$ cat src/rtl/seq_tx_pkg.sv
// Shared definitions for the serial pattern transmitter: FSM state encoding
// and the default 10110 pattern with its width.
// Build option: SEQ_TX_GAP_EN adds the GAP state (idle cycles between repeats).
package seq_tx_pkg;

  localparam int DEF_PAT_W = 5;
  localparam logic [DEF_PAT_W-1:0] DEF_PATTERN = 5'b10110;

  // Fixed encodings so the debug state value is the same in both builds.
  typedef enum logic [1:0] {
    ST_IDLE  = 2'd0,
    ST_SHIFT = 2'd1,
`ifdef SEQ_TX_GAP_EN
    ST_DONE  = 2'd2,
    ST_GAP   = 2'd3
`else
    ST_DONE  = 2'd2
`endif
  } state_t;

endpackage

$ cat src/rtl/seq_pattern_tx_if.sv
// Control/serial bundle between a run requester and seq_pattern_tx.
//
// Handshake: start is a level request that the transmitter samples only in
// IDLE; an edge with start==1 and count!=0 accepts the run and latches count.
// There is no ready signal: busy/done report progress, and start/count are
// ignored everywhere except IDLE. stop is a sticky graceful-abort request.
// valid qualifies j: j carries a pattern bit exactly in cycles with valid==1.
interface seq_pattern_tx_if #(
  parameter int CNT_W = 4
) ();

  logic             start;
  logic [CNT_W-1:0] count;
  logic             stop;
  logic             j;
  logic             valid;
  logic             busy;
  logic             done;

  // Requester side: issues runs, watches the serial stream.
  modport master (
    output start, count, stop,
    input  j, valid, busy, done
  );

  // Transmitter side.
  modport slave (
    input  start, count, stop,
    output j, valid, busy, done
  );

endinterface

$ cat src/rtl/seq_pattern_tx_piso_shift.sv
// Parallel-in serial-out register: parallel load, shift-left, MSB out.
// Vacated bits fill with the idle level, so once the last pattern bit has
// been shifted out the MSB already sits at the idle level.
module piso_shift #(
  parameter int   W    = 5,
  parameter logic FILL = 1'b0
) (
  input  logic         clk,
  input  logic         rst,
  input  logic         load,
  input  logic         shift,
  input  logic         clear,
  input  logic [W-1:0] din,
  output logic         msb
);

  logic [W-1:0] q;

  // Load has priority over shift; clear/reset park the register at the fill level.
  always_ff @(posedge clk) begin
    if (!rst || clear) begin
      q <= {W{FILL}};
    end else if (load) begin
      q <= din;
    end else if (shift) begin
      q <= {q[W-2:0], FILL};
    end
  end

  assign msb = q[W-1];

endmodule

$ cat src/rtl/seq_pattern_tx.sv
// Serial pattern transmitter: sends PATTERN MSB-first on j, one bit per
// clock, repeated count times, then pulses done for one cycle.
// Build option: SEQ_TX_GAP_EN inserts GAP_LEN idle cycles between repeats.
module seq_pattern_tx
  import seq_tx_pkg::*;
#(
  parameter int               PAT_W    = DEF_PAT_W,
  parameter logic [PAT_W-1:0] PATTERN  = DEF_PATTERN,
  parameter int               CNT_W    = 4,
`ifdef SEQ_TX_GAP_EN
  parameter int               GAP_LEN  = 2,
`endif
  parameter logic             IDLE_LVL = 1'b0
) (
  input  logic                clk,
  input  logic                rst,
  seq_pattern_tx_if.slave     bus,
  output state_t              dbg_state
);

  localparam int IDX_W = (PAT_W > 1) ? $clog2(PAT_W) : 1;
  localparam logic [IDX_W-1:0] LAST_IDX = IDX_W'(PAT_W - 1);

`ifdef SEQ_TX_GAP_EN
  localparam int GAP_W = (GAP_LEN > 1) ? $clog2(GAP_LEN) : 1;
  localparam logic [GAP_W-1:0] LAST_GAP = GAP_W'(GAP_LEN - 1);
  logic [GAP_W-1:0] gap_q, gap_d;
`endif

  state_t           state_q, state_d;
  logic [CNT_W-1:0] reps_q, reps_d, reps_after;
  logic [IDX_W-1:0] idx_q, idx_d;
  logic             stop_q, stop_d, stop_seen;
  logic             valid_q, valid_d;
  logic             busy_q, busy_d;
  logic             done_q, done_d;
  logic             load, shift, clear;
  logic             j_bit;

  piso_shift #(
    .W    (PAT_W),
    .FILL (IDLE_LVL)
  ) u_piso (
    .clk   (clk),
    .rst   (rst),
    .load  (load),
    .shift (shift),
    .clear (clear),
    .din   (PATTERN),
    .msb   (j_bit)
  );

  // Next-state and next-output logic; every register update is decided here.
  always_comb begin
    state_d    = state_q;
    reps_d     = reps_q;
    idx_d      = idx_q;
    stop_d     = stop_q;
    valid_d    = valid_q;
    busy_d     = busy_q;
    done_d     = 1'b0;
    load       = 1'b0;
    shift      = 1'b0;
    clear      = 1'b0;
    stop_seen  = stop_q | bus.stop;
    // Saturating decrement: the repeat counter never wraps below zero.
    reps_after = (reps_q != '0) ? reps_q - CNT_W'(1) : reps_q;
`ifdef SEQ_TX_GAP_EN
    gap_d      = gap_q;
`endif

    case (state_q)
      ST_IDLE: begin
        valid_d = 1'b0;
        busy_d  = 1'b0;
        stop_d  = 1'b0;
        if (bus.start && (bus.count != '0)) begin
          state_d = ST_SHIFT;
          reps_d  = bus.count;
          idx_d   = '0;
          load    = 1'b1;
          valid_d = 1'b1;
          busy_d  = 1'b1;
        end
      end

      ST_SHIFT: begin
        stop_d = stop_seen;
        if (idx_q != LAST_IDX) begin
          shift = 1'b1;
          idx_d = idx_q + IDX_W'(1);
        end else begin
          reps_d = reps_after;
          idx_d  = '0;
          if ((reps_after != '0) && !stop_seen) begin
`ifdef SEQ_TX_GAP_EN
            state_d = ST_GAP;
            clear   = 1'b1;
            valid_d = 1'b0;
            gap_d   = '0;
`else
            load    = 1'b1;
`endif
          end else begin
            state_d = ST_DONE;
            clear   = 1'b1;
            valid_d = 1'b0;
            busy_d  = 1'b0;
            done_d  = 1'b1;
            stop_d  = 1'b0;
          end
        end
      end

`ifdef SEQ_TX_GAP_EN
      ST_GAP: begin
        stop_d = stop_seen;
        if (gap_q == LAST_GAP) begin
          if (stop_seen) begin
            state_d = ST_DONE;
            busy_d  = 1'b0;
            done_d  = 1'b1;
            stop_d  = 1'b0;
          end else begin
            state_d = ST_SHIFT;
            load    = 1'b1;
            idx_d   = '0;
            valid_d = 1'b1;
          end
        end else begin
          gap_d = gap_q + GAP_W'(1);
        end
      end
`endif

      ST_DONE: begin
        state_d = ST_IDLE;
        stop_d  = 1'b0;
        valid_d = 1'b0;
        busy_d  = 1'b0;
      end

      default: begin
        state_d = ST_IDLE;
        valid_d = 1'b0;
        busy_d  = 1'b0;
        stop_d  = 1'b0;
      end
    endcase
  end

  // State, counters and registered status outputs; reset aborts any run silently.
  always_ff @(posedge clk) begin
    if (!rst) begin
      state_q <= ST_IDLE;
      reps_q  <= '0;
      idx_q   <= '0;
      stop_q  <= 1'b0;
      valid_q <= 1'b0;
      busy_q  <= 1'b0;
      done_q  <= 1'b0;
`ifdef SEQ_TX_GAP_EN
      gap_q   <= '0;
`endif
    end else begin
      state_q <= state_d;
      reps_q  <= reps_d;
      idx_q   <= idx_d;
      stop_q  <= stop_d;
      valid_q <= valid_d;
      busy_q  <= busy_d;
      done_q  <= done_d;
`ifdef SEQ_TX_GAP_EN
      gap_q   <= gap_d;
`endif
    end
  end

  assign bus.j     = j_bit;
  assign bus.valid = valid_q;
  assign bus.busy  = busy_q;
  assign bus.done  = done_q;
  assign dbg_state = state_q;

endmodule

$ cat src/flat_wrapper.sv
// flat-port wrapper written by rule: the top's interface ports become plain ports
module seq_pattern_tx_flat import seq_tx_pkg::*;
#(
  parameter int               PAT_W    = DEF_PAT_W,
  parameter logic [PAT_W-1:0] PATTERN  = DEF_PATTERN,
  parameter int               CNT_W    = 4,

  parameter logic             IDLE_LVL = 1'b0
)
  (clk, rst, dbg_state, bus_start, bus_count, bus_stop, bus_j, bus_valid, bus_busy, bus_done);
  seq_pattern_tx_if #(.CNT_W(CNT_W)) bus_i ();
  input  logic clk;
  input  logic rst;
  output state_t dbg_state;
  input wire logic [$bits(bus_i.start)-1:0] bus_start;
  input wire logic [$bits(bus_i.count)-1:0] bus_count;
  input wire logic [$bits(bus_i.stop)-1:0] bus_stop;
  output wire logic [$bits(bus_i.j)-1:0] bus_j;
  output wire logic [$bits(bus_i.valid)-1:0] bus_valid;
  output wire logic [$bits(bus_i.busy)-1:0] bus_busy;
  output wire logic [$bits(bus_i.done)-1:0] bus_done;
  assign bus_i.start = bus_start;
  assign bus_i.count = bus_count;
  assign bus_i.stop = bus_stop;
  assign bus_j = bus_i.j;
  assign bus_valid = bus_i.valid;
  assign bus_busy = bus_i.busy;
  assign bus_done = bus_i.done;
  seq_pattern_tx #(.PAT_W(PAT_W), .PATTERN(PATTERN), .CNT_W(CNT_W), .IDLE_LVL(IDLE_LVL)) u_core (.clk(clk), .rst(rst), .bus(bus_i), .dbg_state(dbg_state));
endmodule
$ cat config.mk
export PLATFORM = sky130hd
export DESIGN_NAME = seq_pattern_tx_flat
export DESIGN_NICKNAME = d
export VERILOG_FILES = /design/src/rtl/seq_tx_pkg.sv /design/src/rtl/seq_pattern_tx_if.sv /design/src/rtl/seq_pattern_tx_piso_shift.sv /design/src/rtl/seq_pattern_tx.sv /design/src/flat_wrapper.sv
export SDC_FILE = /design/constraint.sdc
export NUM_CORES = 1
export LEC_CHECK = 0
export ABC_AREA = 1
export BUFFER_PORTS_ARGS = -buffer_cell sky130_fd_sc_hd__buf_2
export CAP_MARGIN = 20
export CORE_MARGIN = 1
export CORE_UTILIZATION = 40
export CTS_CLUSTER_DIAMETER = 40
export DETAILED_ROUTE_END_ITERATION = 12
export PLACE_DENSITY = 0.69
export SYNTH_ARGS = -nofsm -noshare
export SYNTH_HDL_FRONTEND = slang
export SYNTH_SLANG_ARGS = --single-unit
$ cat constraint.sdc
create_clock -name clk -period 1.6 [get_ports clk]
set_input_delay 0.08 -clock clk [delete_from_list [all_inputs] [get_ports clk]]
set_output_delay 0.08 -clock clk [all_outputs]
set_load 0.02 [all_outputs]
==> metrics.txt <==
status finished clean; Post-Synthesis Cells 134; Leakage Power around 0.00053 uW; Power Internal 651.0 uW; drt wl/cell 10.25 um; switching power 380.4 uW; row count 16; maxcap violations 0; Hold Path Class input port to flop; switching share of power a little under two fifths; largest net degree at the start of global routing 13; I/O Buffers 13; Finish-stage setup viols 0; global-route wire length before repair 3022 um; clk_lat worst skew 0.29 ns; r2r startpoint u_core.reps_q[1]; initial DRC count 15; Initial Utilization 44.00%; placeable core area 2022 um2; Worst Tran Pin Value 0.3292 ns; CTS tree done; Hold Violations, Final 0; Syn Nets 145; HP Start rst; Syn Area/Cell roughly 6.6 um2; Setup crit start kind flop; area grow syn2layout 14.49%; Slew Viols, Final 0; ant diodes 0; Post-Syn Area about 890 um2; Clock transition at path regs approximately 0.09 ns; peak fanout along the critical path 6; grt total ovfl 0; Routed Wire Length 1804 um; Residual DRC 0; Clock power frac 20.7%; Slew HR 77.97%; post-route setup TNS 0 ns; antenna violations before repair 0; RSZ-0062 raised after global routing no; Post-CTS Setup Repair Bufs 0; crit share post-route 89.13%; Final WS setup about 0.17 ns; CTS Buf Count 3; Ys Warns 0; Max VDD drop about 0.58 mV; Worst Path Arrival 1.67 ns; kind of critical path flop to flop; area of the multi-input gates 485.5 um2; vias in the first global route 750; #FFs+latches synth 16; Die Span X 49.16 um; GRT Total Usage 16.12%; dpl ws 0.06202 ns; crit end category flop; I/O Pins 14; Initial DRT Pass Iterations 4; die area 2417 um2; Worst Path Required about 1.8 ns; pwr dens around 1000 nW/um2; DR vias/cell around 4.7; clock root buffer clkbuf_4; antenna-violating nets left 0; vias post-DR 824; Cell variety after synth 21; minimum clock period 1.426 ns; Filler cells about 210; final net count 162; share of cells above drive strength 1 23.49%; logic gate share of total power between 30% and 40%; Flop pwr share 44.2%; Seq. cell area 321.6 um2; Seq/Total Area, Yosys about 36%; Worst Setup SP u_core.reps_q[1]; maximum clock insertion buffer count 2; Fmax achieved ~700 MHz; # clock sinks 16; die height 49.16 um; placer congestion estimate 0.8859; Worst Clk Skew 0.004813 ns; H-Tree Depth 1; Final HPWL DP 1357 um
[layout make-up]
| class | count | share of cell area (%) |
|---|---|---|
| Sequential cell | 16 | 31.57 |
| Inverter | 22 | 8.108 |
| Clock buffer | 3 | 2.211 |
| Timing Repair Buffer | 14 | 7.125 |
| Multi-Input combinational cell | 94 | 47.67 |
| Tap cell | 27 | 3.317 |
[power groups by stage]
| stage | Sequential, uW | Clock, uW | Combinational [uW] |
|---|---|---|---|
| 6_report | 456 | 213 | 363 |
| 5_1_grt | 460 | 237 | 411 |
| 4_1_cts | 454 | 216 | 346 |
| 3_5_place_dp | 463 | 0 | 344 |
| 3_3_place_gp | 462 | 0 | 337 |
| 2_1_floorplan | 471 | 0 | 268 |
[placed cells by master (no fill, tap or decap), drive strengths merged]
master	instances
nand4	2
buf	14
a21oi	9
nand2	49
mux2i	2
ha	3
nor3	2
clkbuf	3
or2	1
nand3	13
inv	21
o21ai	2
clkinv	1
nor2	11
dfxtp	16
[Yosys cell counts (all sizes together)]
cell / n / area share [%]
a21oi: 9 / 5.5
buf: 2 / 2.1
clkinv: 1 / 0.42
dfxtp: 16 / 36
ha: 3 / 4.2
inv: 21 / 8.9
mux2i: 2 / 2.3
nand2: 49 / 22
nand3: 13 / 7.9
nand4: 2 / 1.4
nor2: 11 / 6.3
nor3: 2 / 1.1
o21ai: 2 / 1.1
or2: 1 / 0.70
[timing repair]
item | CTS | global route
resized for setup | 0 | 6
hold buffers | 0 | 0
endpoints found under the setup margin | 0 | 9
[critical path: stages, from the launching register on]
cell and delay (ns):
dfxtp_1 0.33, inv_1 0.07, ha_4 0.18, inv_1 0.05, nand2_1 0.04, nand2_1 0.06
nand2_1 0.06, inv_1 0.07, nor2_2 0.04, nand2_2 0.09, nand2_2 0.06, a21oi_2 0.18
nand2_1 0.08, inv_1 0.05
[worst paths after layout]
check	slack (ns)	cells after the start	end
setup / recovery	0.17	13	u_core.u_piso.q[4]
hold / removal	0.05	3	u_core.dbg_state[0]
setup reg to reg	0.17	13	u_core.u_piso.q[4]
hold reg to reg	0.47	2	u_core.u_piso.q[3]
[stage by stage]
step	utilization, %	std cells	hold slack [ns]	area, um2	total power (uW)
floorplan	-	134	0.1960	889.6	738.7
global placement	48.33	173	0.3403	977.2	798.9
detailed placement	48.33	173	0.3429	977.2	807.1
CTS	49.44	176	0.04497	999.7	1016
global route	50.37	176	0.05861	1018	1109
finish	50.37	176	0.05109	1018	1031
[state kept, by name, summed over array words and instances, names as in the netlist]
register and count:
u_core.bus.done 1, u_core.bus.valid 1, u_core.dbg_state 2, u_core.idx_q 3
u_core.reps_q 4, u_core.stop_q 1, u_core.u_piso.q 4
[cells by family after synthesis]
kind of cell	after synthesis	synth area share, %
AOI/OAI and AO/OA	11	6.611
and+or+nand+nor	78	39.52
buffers and inverters	24	11.39
muxes	2	2.250
adders and majority gates	3	4.220
DFF	16	36.01
[metal layers]
metal	wire length [um]	global-route usage, %	vias up
met5	0	0	-
met1	891	19.39	360
met2	832	26.71	12
met3	48	4.361	5
li1	-	-	447
met4	31	6.863	0
Power figures use the tool's default switching activity.
